--- config.mk ---
export PLATFORM = sky130hd
export DESIGN_NAME = pc_stack
export DESIGN_NICKNAME = d
export VERILOG_FILES = /design/src/rtl/pc_pkg.sv /design/src/rtl/ret_stack.sv /design/src/rtl/pc_stack.sv
export SDC_FILE = /design/constraint.sdc
export NUM_CORES = 1
export LEC_CHECK = 0
export CORE_MARGIN = 2
export CORE_UTILIZATION = 35
export CTS_BUF_LIST = sky130_fd_sc_hd__clkbuf_4
export CTS_CLUSTER_SIZE = 10
export DETAILED_ROUTE_END_ITERATION = 7
export GPL_TIMING_DRIVEN = 0
export PLACE_DENSITY = 0.53
export REMOVE_ABC_BUFFERS = 1
export SLEW_MARGIN = 10
export SYNTH_ARGS = -nofsm -noshare
export SYNTH_HDL_FRONTEND = slang
export SYNTH_SLANG_ARGS = --single-unit
--- constraint.sdc ---
create_clock -name clk -period 3.3 [get_ports clk]
set_input_delay 0.825 -clock clk [delete_from_list [all_inputs] [get_ports clk]]
set_output_delay 0.825 -clock clk [all_outputs]
set_load 0.02 [all_outputs]
--- src/rtl/pc_pkg.sv ---
// Shared definitions for the program counter and its return-address stack.
// Build option PC_STK_CIRC_EN (see ret_stack) makes the return stack circular.
package pc_pkg;

    localparam int unsigned DEF_PC_W  = 4;
    localparam int unsigned DEF_OFF_W = 4;
    localparam int unsigned DEF_DEPTH = 4;

    typedef enum logic [2:0] {
        SEL_RST,
        SEL_HOLD,
        SEL_RET,
        SEL_CALL,
        SEL_JMP,
        SEL_BR,
        SEL_INC
    } pc_sel_e;

    // Sign-extend the low w bits of v to 32 bits.
    function automatic logic [31:0] sext(input logic [31:0] v, input int unsigned w);
        logic [31:0] mask;
        logic [31:0] sign;
        mask = (w >= 32) ? '1 : ((32'd1 << w) - 32'd1);
        sign = 32'd1 << (w - 1);
        return ((v & mask) ^ sign) - sign;
    endfunction

endpackage

--- src/rtl/ret_stack.sv ---
// Return-address LIFO, DEPTH x W. With PC_STK_CIRC_EN defined a push while full
// overwrites the oldest entry instead of being dropped.
module ret_stack #(
    parameter  int unsigned W     = 4,
    parameter  int unsigned DEPTH = 4,
    localparam int unsigned CNT_W = $clog2(DEPTH + 1)
) (
    input  logic             clk,
    input  logic             rst,
    input  logic             push,
    input  logic             pop,
    input  logic [W-1:0]     din,
    output logic [W-1:0]     top_c,
    output logic             full_c,
    output logic             empty_c,
    output logic [CNT_W-1:0] depth
);

    localparam int unsigned IDX_W = $clog2(DEPTH);

    logic [W-1:0]     mem [DEPTH];
    logic [IDX_W-1:0] head;
    logic [IDX_W-1:0] head_nxt_c;
    logic [IDX_W-1:0] head_prv_c;
    logic             wr_c;
    logic             rd_c;

    // head indexes the current top; slots are used as a ring so a circular
    // overwrite of the oldest entry is just the next slot after the top.
    always_comb begin
        head_nxt_c = (head == IDX_W'(DEPTH - 1)) ? '0 : head + IDX_W'(1);
        head_prv_c = (head == '0) ? IDX_W'(DEPTH - 1) : head - IDX_W'(1);
        full_c     = (depth == CNT_W'(DEPTH));
        empty_c    = (depth == '0);
        top_c      = mem[head];
`ifdef PC_STK_CIRC_EN
        wr_c       = push;
`else
        wr_c       = push && !full_c;
`endif
        rd_c       = pop && !push && !empty_c;
    end

    always_ff @(posedge clk) begin
        if (rst) begin
            head  <= '0;
            depth <= '0;
        end else if (wr_c) begin
            head <= head_nxt_c;
            if (!full_c) begin
                depth <= depth + CNT_W'(1);
            end
        end else if (rd_c) begin
            head  <= head_prv_c;
            depth <= depth - CNT_W'(1);
        end
    end

    // Storage is not reset; a cleared depth makes stale entries unreachable.
    always_ff @(posedge clk) begin
        if (wr_c) begin
            mem[head_nxt_c] <= din;
        end
    end

endmodule

--- src/rtl/pc_stack.sv ---
// Program counter with hardware return-address stack: reset, hold, increment,
// relative branch, jump, call and return. Honours PC_STK_CIRC_EN via ret_stack.
module pc_stack
    import pc_pkg::*;
#(
    parameter  int unsigned PC_W    = DEF_PC_W,
    parameter  int unsigned OFF_W   = DEF_OFF_W,
    parameter  int unsigned DEPTH   = DEF_DEPTH,
    localparam int unsigned DEPTH_W = $clog2(DEPTH + 1)
) (
    input  logic               clk,
    input  logic               set_pc,
    input  logic               stall,
    input  logic               alu_eq,
    input  logic               br,
    input  logic               jmp,
    input  logic               call,
    input  logic               ret,
    input  logic [OFF_W-1:0]   offset,
    input  logic [PC_W-1:0]    target,
    output logic [PC_W-1:0]    PC_CURR,
    output logic [DEPTH_W-1:0] stk_depth,
    output logic               stk_ovf,
    output logic               stk_unf
);

    pc_sel_e          sel_c;
    logic [PC_W-1:0]  pc_inc_c;
    logic [PC_W-1:0]  pc_br_c;
    logic [PC_W-1:0]  pc_nxt_c;
    logic [PC_W-1:0]  top_c;
    logic             full_c;
    logic             empty_c;
    logic             push_c;
    logic             pop_c;

    // One action per edge, highest priority first.
    always_comb begin
        sel_c = SEL_INC;
        if (set_pc) begin
            sel_c = SEL_RST;
        end else if (stall) begin
            sel_c = SEL_HOLD;
        end else if (ret) begin
            sel_c = SEL_RET;
        end else if (call) begin
            sel_c = SEL_CALL;
        end else if (jmp) begin
            sel_c = SEL_JMP;
        end else if (br && alu_eq) begin
            sel_c = SEL_BR;
        end
    end

    always_comb begin
        pc_inc_c = PC_CURR + PC_W'(1);
        pc_br_c  = PC_CURR + PC_W'(sext(32'(offset), OFF_W));
        push_c   = (sel_c == SEL_CALL);
        pop_c    = (sel_c == SEL_RET) && !empty_c;
        pc_nxt_c = pc_inc_c;
        case (sel_c)
            SEL_RST:  pc_nxt_c = '0;
            SEL_HOLD: pc_nxt_c = PC_CURR;
            SEL_RET:  pc_nxt_c = empty_c ? pc_inc_c : top_c;
            SEL_CALL: pc_nxt_c = target;
            SEL_JMP:  pc_nxt_c = target;
            SEL_BR:   pc_nxt_c = pc_br_c;
            default:  pc_nxt_c = pc_inc_c;
        endcase
    end

    // PC register and sticky stack-error flags.
    always_ff @(posedge clk) begin
        if (set_pc) begin
            PC_CURR <= '0;
            stk_ovf <= 1'b0;
            stk_unf <= 1'b0;
        end else begin
            PC_CURR <= pc_nxt_c;
            if (sel_c == SEL_CALL && full_c) begin
                stk_ovf <= 1'b1;
            end
            if (sel_c == SEL_RET && empty_c) begin
                stk_unf <= 1'b1;
            end
        end
    end

    ret_stack #(
        .W     (PC_W),
        .DEPTH (DEPTH)
    ) u_ret_stack (
        .clk     (clk),
        .rst     (set_pc),
        .push    (push_c),
        .pop     (pop_c),
        .din     (pc_inc_c),
        .top_c   (top_c),
        .full_c  (full_c),
        .empty_c (empty_c),
        .depth   (stk_depth)
    );

endmodule

==> results.md, run 1 <==
| Metric | This run |
|:---|:---|
| Initial core utilization | 0.365 |
| Worst Path Required | 3.56 ns |
| Layout area overhead | 23.0% |
| Setup slack, reg-to-reg | 1.09 ns |
| Path type of the worst min-delay path | flop to flop |
| Largest fanout on the critical path | 10 |
| Static Leakage | 0.702 nW |
| GRT Util Overall | 0.148 |
| Number of instances on the worst hold path | 2 |
| Synth Register Bits | 29 |
| Mean Syn Cell Area | 11.4 sq um |
| Final setup violation count | 0 |
| Worst Max-Slew Pin Slew | 0.575 ns |
| First-pass GRT wire length | 5710 microns |
| Area inside the core boundary | 4350 sq um |
| Setup repair after global routing missed its margin | false |
| Setup Total Neg Slack | 0 ns |
| Worst-skew pair later-pin latency | 0.33 ns |
| Start point of the worst hold path | stk_ovf$_SDFFE_PP0P_ |
| Estimated wirelength of the detail-placed design | 2610 microns |
| TritonCTS clock tree | done |
| Wire length after detailed routing | 3470 microns |
| Routed wirelength normalized by instance count | 15.8 microns |
| Largest cells by area after synthesis | edfxtp_1 30%, dfxtp_1 16%, ha_1 9.4% |
| Number of global-route vias before repair | 1187 |
| Global placer's final weighted congestion | 0.786 |
| Worst R2R Start | u_ret_stack.depth[2]$_SDFFE_PP0P_ |
| Total of buffers placed on input and output ports | 24 |
| Clock Sinks | 29 |
| Maximum level of the CTS H-tree | 2 |
| Antenna-violating nets left | 0 |
| Share of flip-flops with an asynchronous set or reset after synthesis | 0 |
| Worst hold slack across all endpoints | 0.478 ns |
| Total power density per cell area | 431 nW/um^2 |
| Critical Setup Path Class | primary input to flop |
| Post-synth top flop | edfxtp_1 |
| Final Hold Fails | 0 |
| Horizontal die dimension | 71.4 microns |
| CTS buffer count | 5 |
| Post-Place Setup Slack | -0.379 ns |
| Final-report max-slew violation count | 0 |
| Number of synthesized flops with an enable pin | 16 |
| Count of mapped cells out of synthesis | 140 |
| Clock Skews | 0.00666 ns |
| Standard cell area after detailed placement | 1870 sq um |
| N_diodes | 0 |
| Nets | 196 |
| Postcts setup bufs | 0 |
| Max_cap viols | 0 |
| FMAX | 326 MHz |
| Hold Path Sink | stk_ovf$_SDFFE_PP0P_ |
| Post-synth top area cell | edfxtp_1 |
| Initial DRC count | 60 |
| VDD IR max | 0.173 mV |
| Clock-pin slew on the worst setup and hold paths | 0.10 ns |
| Launching element type of the critical path | primary input |
| Worst Path Arrival | 3.32 ns |
| Number of library cell types mapped by synthesis | 41 |
| Status | finished, final reports clean |
| DRC viols | 0 |
| Die Area | 5100 sq um |
| Share of the synthesized area in the top cell type | 0.302 |
| Die height | 71.4 microns |
| Count of warnings emitted by yosys | 0 |
| CTS Root Buffer Type | clkbuf_4 |
| Share of the cycle needed by the critical path after routing | 0.929 |
| Remaining Overflow, GRT | 0 |
| Site Rows | 24 |
| Number of antenna violations at the first check in global routing | 0 |
| Worst path setup slack after routing | 0.234 ns |
| First-pass iteration count of the detailed router | 4 |
| Reg2reg end | u_ret_stack.depth[2]$_SDFFE_PP0P_ |
| Clock period minus worst slack | 3.07 ns |
| Power consumption | 0.000842 W |
| Number of cell instances on the worst register-to-register path | 7 |
| Crit end category | flop |
| Routed vias/inst | 5.34 |
| Buffer levels on the longest clock path | 2 |
| Ratio of cells with drive above 1 in the final layout | 0.0952 |
| Largest net degree at the start of global routing | 17 |
| Via count of the routed design | 1174 |
| Area of all placed cells without fillers | 1950 sq um |
| Ports placed on the boundary | 25 |
| Worst-case headroom to the max-slew limit | 0.616 |
| Cell Area, Synth | 1590 sq um |
| Fraction of the yosys area taken by sequential cells | 0.466 |
| Worst setup path startpoint | ret |
## layer usage
metal  vias to the layer above  wire length, microns  global-route usage
met2                        16                  1760               0.245
met4                         0                    51              0.0440
met1                       571                  1560               0.184
met5                         -                     0                   0
li1                        581                     -                   -
met3                         6                    99              0.0464
## worst max path at each step
stage,endpoint,slack [ns]
3_3_place_gp,u_ret_stack.depth[2]$_SDFFE_PP0P_,-0.33
2_1_floorplan,u_ret_stack.depth[2]$_SDFFE_PP0P_,0.65
5_1_grt,u_ret_stack.depth[2]$_SDFFE_PP0P_,0.09
3_5_place_dp,u_ret_stack.depth[2]$_SDFFE_PP0P_,-0.38
6_report,u_ret_stack.depth[2]$_SDFFE_PP0P_,0.23
4_1_cts,u_ret_stack.depth[2]$_SDFFE_PP0P_,0.1
## state kept, by name (all words and copies together), names as in the netlist, named ones only
signal             count
u_ret_stack.head       2
u_ret_stack.mem       16
u_ret_stack.depth      3
stk_ovf                1
stk_unf                1
PC_CURR                4
## cell type report
type	count	area [sq um]
multi-input cells	99	797
inverters	8	30.0
repair buffers	24	243
fillers	406	2400
clock inverters	3	41.3
clock buffers	5	37.5
flip-flops and latches	29	741
well taps	52	65.1
## through the flow
step / instances / utilization
floorplan: 136 / -
global placement: 212 / 0.430
detailed placement: 212 / 0.430
CTS: 220 / 0.448
global route: 220 / 0.449
finish: 220 / 0.449
## kinds of logic after synthesis
kind of cell | after synthesis | share of synthesized area
mux | 6 | 0.0693
simple gates | 35 | 0.123
xor+xnor | 7 | 0.0386
fa+ha+maj | 13 | 0.107
buf+inv | 12 | 0.0339
flops | 29 | 0.466
compound gates | 38 | 0.162
## what timing repair did
item | in CTS | in global routing
resized for setup | 1 | 1
hold buffers | 0 | 0
endpoints found under the hold margin | 0 | 0
setup endpoints to repair | 1 | 1
gates cloned | 0 | 0
## worst max-delay path, stage by stage
cell,delay [ns]
clkdlybuf4s50_1,0.60
or4b_4,0.65
nor2_2,0.26
xnor2_1,0.11
ha_1,0.19
o22a_1,0.20
or3_1,0.34
a21oi_1,0.14
## synthesized netlist by cell type, drive strengths merged (2+ instances only)
library cell / number
nor3: 3
ha: 12
o211a: 2
a21oi: 9
or3: 2
nand2: 3
mux4: 4
o21ai: 8
edfxtp: 16
buf: 2
nor3b: 2
xnor2: 6
nand3: 2
dfxtp: 13
a211oi: 4
clkbuf: 2
inv: 8
mux2i: 2
nor2: 11
and2: 6
a31oi: 4
## power by group
group | total (W) | leakage [nW] | switching [W] | internal, W
registers | 0.000412 | 0.251 | 0.0000163 | 0.000395
clock network | 0.000289 | 0.0389 | 0.000132 | 0.000157
logic | 0.000141 | 0.412 | 0.0000719 | 0.0000695
total | 0.000842 | 0.702 | 0.000221 | 0.000622
## layout by cell type (no fill, tap or decap), drive strengths merged, types with 5 or more instances in the layout
cell	synthesis	final
clkbuf	2	5
dfxtp	13	13
clkdlybuf4s50	0	23
o21ai	8	8
ha	12	12
edfxtp	16	16
xnor2	6	6
a21oi	9	9
nor2	11	11
and2	6	6
inv	8	8
(Power assumes the default switching activity.)
==> inputs of run 2 (changes only) <==
clock period = 3.5 ns   (was 3.3 ns; I/O delays follow)
==> run 2 against run 1 <==
Net effect:
- critical path depth did not move
- sequential power decreased by 5.8%
- design area decreased by 0.13%
- largest power group unchanged
- highest routed layer unchanged
==> results.md, run 2 (synthesized netlist as in run 1, its figures left out) <==
| Metric | This run |
|:---|:---|
| Status | finished, final reports clean |
| Worst Path Arrival | 3.46 ns |
| Area inside the core boundary | 4350 sq um |
| Buffer levels on the longest clock path | 2 |
| Ports placed on the boundary | 25 |
| Worst-case headroom to the max-slew limit | 0.616 |
| Internal | 0.000586 W |
| Area of all placed cells without fillers | 1950 sq um |
| Initial core utilization | 0.365 |
| Final Hold Fails | 0 |
| Worst hold slack across all endpoints | 0.478 ns |
| Routed wirelength normalized by instance count | 15.8 microns |
| Final-report max-slew violation count | 0 |
| Power consumption | 0.000794 W |
| Number of buffers and inverters on the critical path | 1 |
| Horizontal die dimension | 71.4 microns |
| Register with the most flip-flops | u_ret_stack.mem |
| Most frequent cells in the layout | 24 x clkdlybuf4s50_1, 16 x edfxtp_1, 13 x dfxtp_1 |
| Number of resized instances in the post-cts repair step | 0 |
| Flip-flop count of the largest register, all copies and words added | 16 |
| Postcts setup bufs | 0 |
| DRC viols | 0 |
| Clock-pin slew on the worst setup and hold paths | 0.10 ns |
| Clock Skews | 0.00668 ns |
| Dominant delay contributor by cell family on the critical path | simple AND/OR/NAND/NOR gates |
| Crit end category | flop |
| Clock period minus worst slack | 3.21 ns |
| Comb power frac | 0.168 |
| Launching element type of the critical path | primary input |
| Most common cell after layout, fill and taps aside | clkdlybuf4s50_1 |
| Ratio of cells with drive above 1 in the final layout | 0.0952 |
| CTS buffer count | 5 |
| First-pass GRT wire length | 5710 microns |
| Maximum level of the CTS H-tree | 2 |
| Antenna-violating nets left | 0 |
| Number of global-route vias before repair | 1187 |
| Setup Total Neg Slack | 0 ns |
| Master of the slowest instance on the critical path | clkdlybuf4s50_1 |
| Largest net degree at the start of global routing | 17 |
| Relative contribution of sequential cells to total power | 0.489 |
| Final setup violation count | 0 |
| Setup repair after global routing missed its margin | false |
| Reported net switching power | 0.000208 W |
| Area used by sequential logic in the layout | 741 sq um |
| Area of the multi-input gates | 797 sq um |
| Site Rows | 24 |
| Largest fanout on the critical path | 16 |
| Wire length after detailed routing | 3470 microns |
| Utilization after layout | 0.448 |
| First-pass iteration count of the detailed router | 4 |
| N_diodes | 0 |
| Critical Setup Path Class | primary input to flop |
| Share of the cycle needed by the critical path after routing | 0.917 |
| Cts hold-fix bufs | 0 |
| Worst Max-Slew Pin Slew | 0.575 ns |
| Total power density per cell area | 407 nW/um^2 |
| Remaining Overflow, GRT | 0 |
| Via count of the routed design | 1175 |
| Routed vias/inst | 5.34 |
| Start point of the worst hold path | stk_ovf$_SDFFE_PP0P_ |
| FMAX | 311 MHz |
| Estimated wirelength of the detail-placed design | 2610 microns |
| GRT Util Overall | 0.148 |
| Crit-path max cell delay | 0.69 ns |
| Number of antenna violations at the first check in global routing | 0 |
| Clock Sinks | 29 |
| VDD IR max | 0.163 mV |
| Global placer's final weighted congestion | 0.786 |
| Worst-skew pair later-pin latency | 0.33 ns |
| CTS Root Buffer Type | clkbuf_4 |
| Path type of the worst min-delay path | flop to flop |
| Cell-by-cell trace of the critical path | clkdlybuf4s50_1, or4b_4, nor2_2, xnor2_1, ha_1, o22a_1, or3_1, a21oi_1 |
| Layout area overhead | 22.8% |
| Static Leakage | 0.692 nW |
| Standard cell area after detailed placement | 1870 sq um |
| Die Area | 5100 sq um |
| Worst setup path startpoint | set_pc |
| Total of buffers placed on input and output ports | 24 |
| Largest registers | u_ret_stack.mem (16), PC_CURR (4), u_ret_stack.depth (3) |
| Worst R2R Start | u_ret_stack.depth[2]$_SDFFE_PP0P_ |
| Initial DRC count | 60 |
| TritonCTS clock tree | done |
| Max_cap viols | 0 |
| Filler cell count | 406 |
| Part of the power in the clock network | 0.343 |
| Nets | 196 |
| Die height | 71.4 microns |
| Worst Path Required | 3.75 ns |
| Fraction of power spent switching nets | 0.262 |
-- run 2: changes by cell type in the layout (fill, tap and decap cells not counted) --
| cell | previous run | this run |
|---|---|---|
| clkdlybuf4s50_1 | 23 | 24 |
| dlymetal6s2s_1 | 1 | 0 |
-- run 2: cell type report --
| class | instances | share of cell area |
|---|---|---|
| sequential | 29 | 0.379 |
| clock inverter | 3 | 0.0212 |
| inverter | 8 | 0.0154 |
| timing repair buffer | 24 | 0.123 |
| tap | 52 | 0.0333 |
| clock buffer | 5 | 0.0192 |
| multi-input combinational | 99 | 0.408 |
-- run 2: per-stage QoR --
| step | setup slack, ns | std cells |
|---|---|---|
| 5_1_grt | 0.107 | 220 |
| 2_1_floorplan | 0.802 | 136 |
| 3_3_place_gp | -0.181 | 212 |
| 6_report | 0.289 | 220 |
| 3_5_place_dp | -0.229 | 212 |
| 4_1_cts | 0.110 | 220 |
-- run 2: worst paths after layout --
path,end,slack (ns),depth (start not counted)
worst max register to register,u_ret_stack.depth[2]$_SDFFE_PP0P_,1.29,7
worst max-delay path,u_ret_stack.depth[2]$_SDFFE_PP0P_,0.29,8
worst min-delay path,stk_ovf$_SDFFE_PP0P_,0.48,2
worst min register to register,stk_ovf$_SDFFE_PP0P_,0.48,2
-- run 2: layer usage --
metal	vias to the layer above	track usage	part of all wire
li1	582	-	-
met1	571	0.184	0.45
met2	16	0.245	0.51
met3	6	0.0464	0.029
met4	0	0.0440	0.015
met5	-	0	0
-- run 2: power by group through the flow --
stage	Combinational [W]	Sequential, W	Clock, W
2_1_floorplan	0.0000678	0.000401	0
3_3_place_gp	0.000131	0.000396	0
3_5_place_dp	0.000133	0.000396	0
4_1_cts	0.000135	0.000388	0.000281
5_1_grt	0.000147	0.000391	0.000300
6_report	0.000133	0.000388	0.000273
-- run 2: tightest hold or removal path, stage by stage (launching register included) --
cell and delay [ns]:
dfxtp_1 0.34, a31oi_1 0.04, nor2_1 0.07
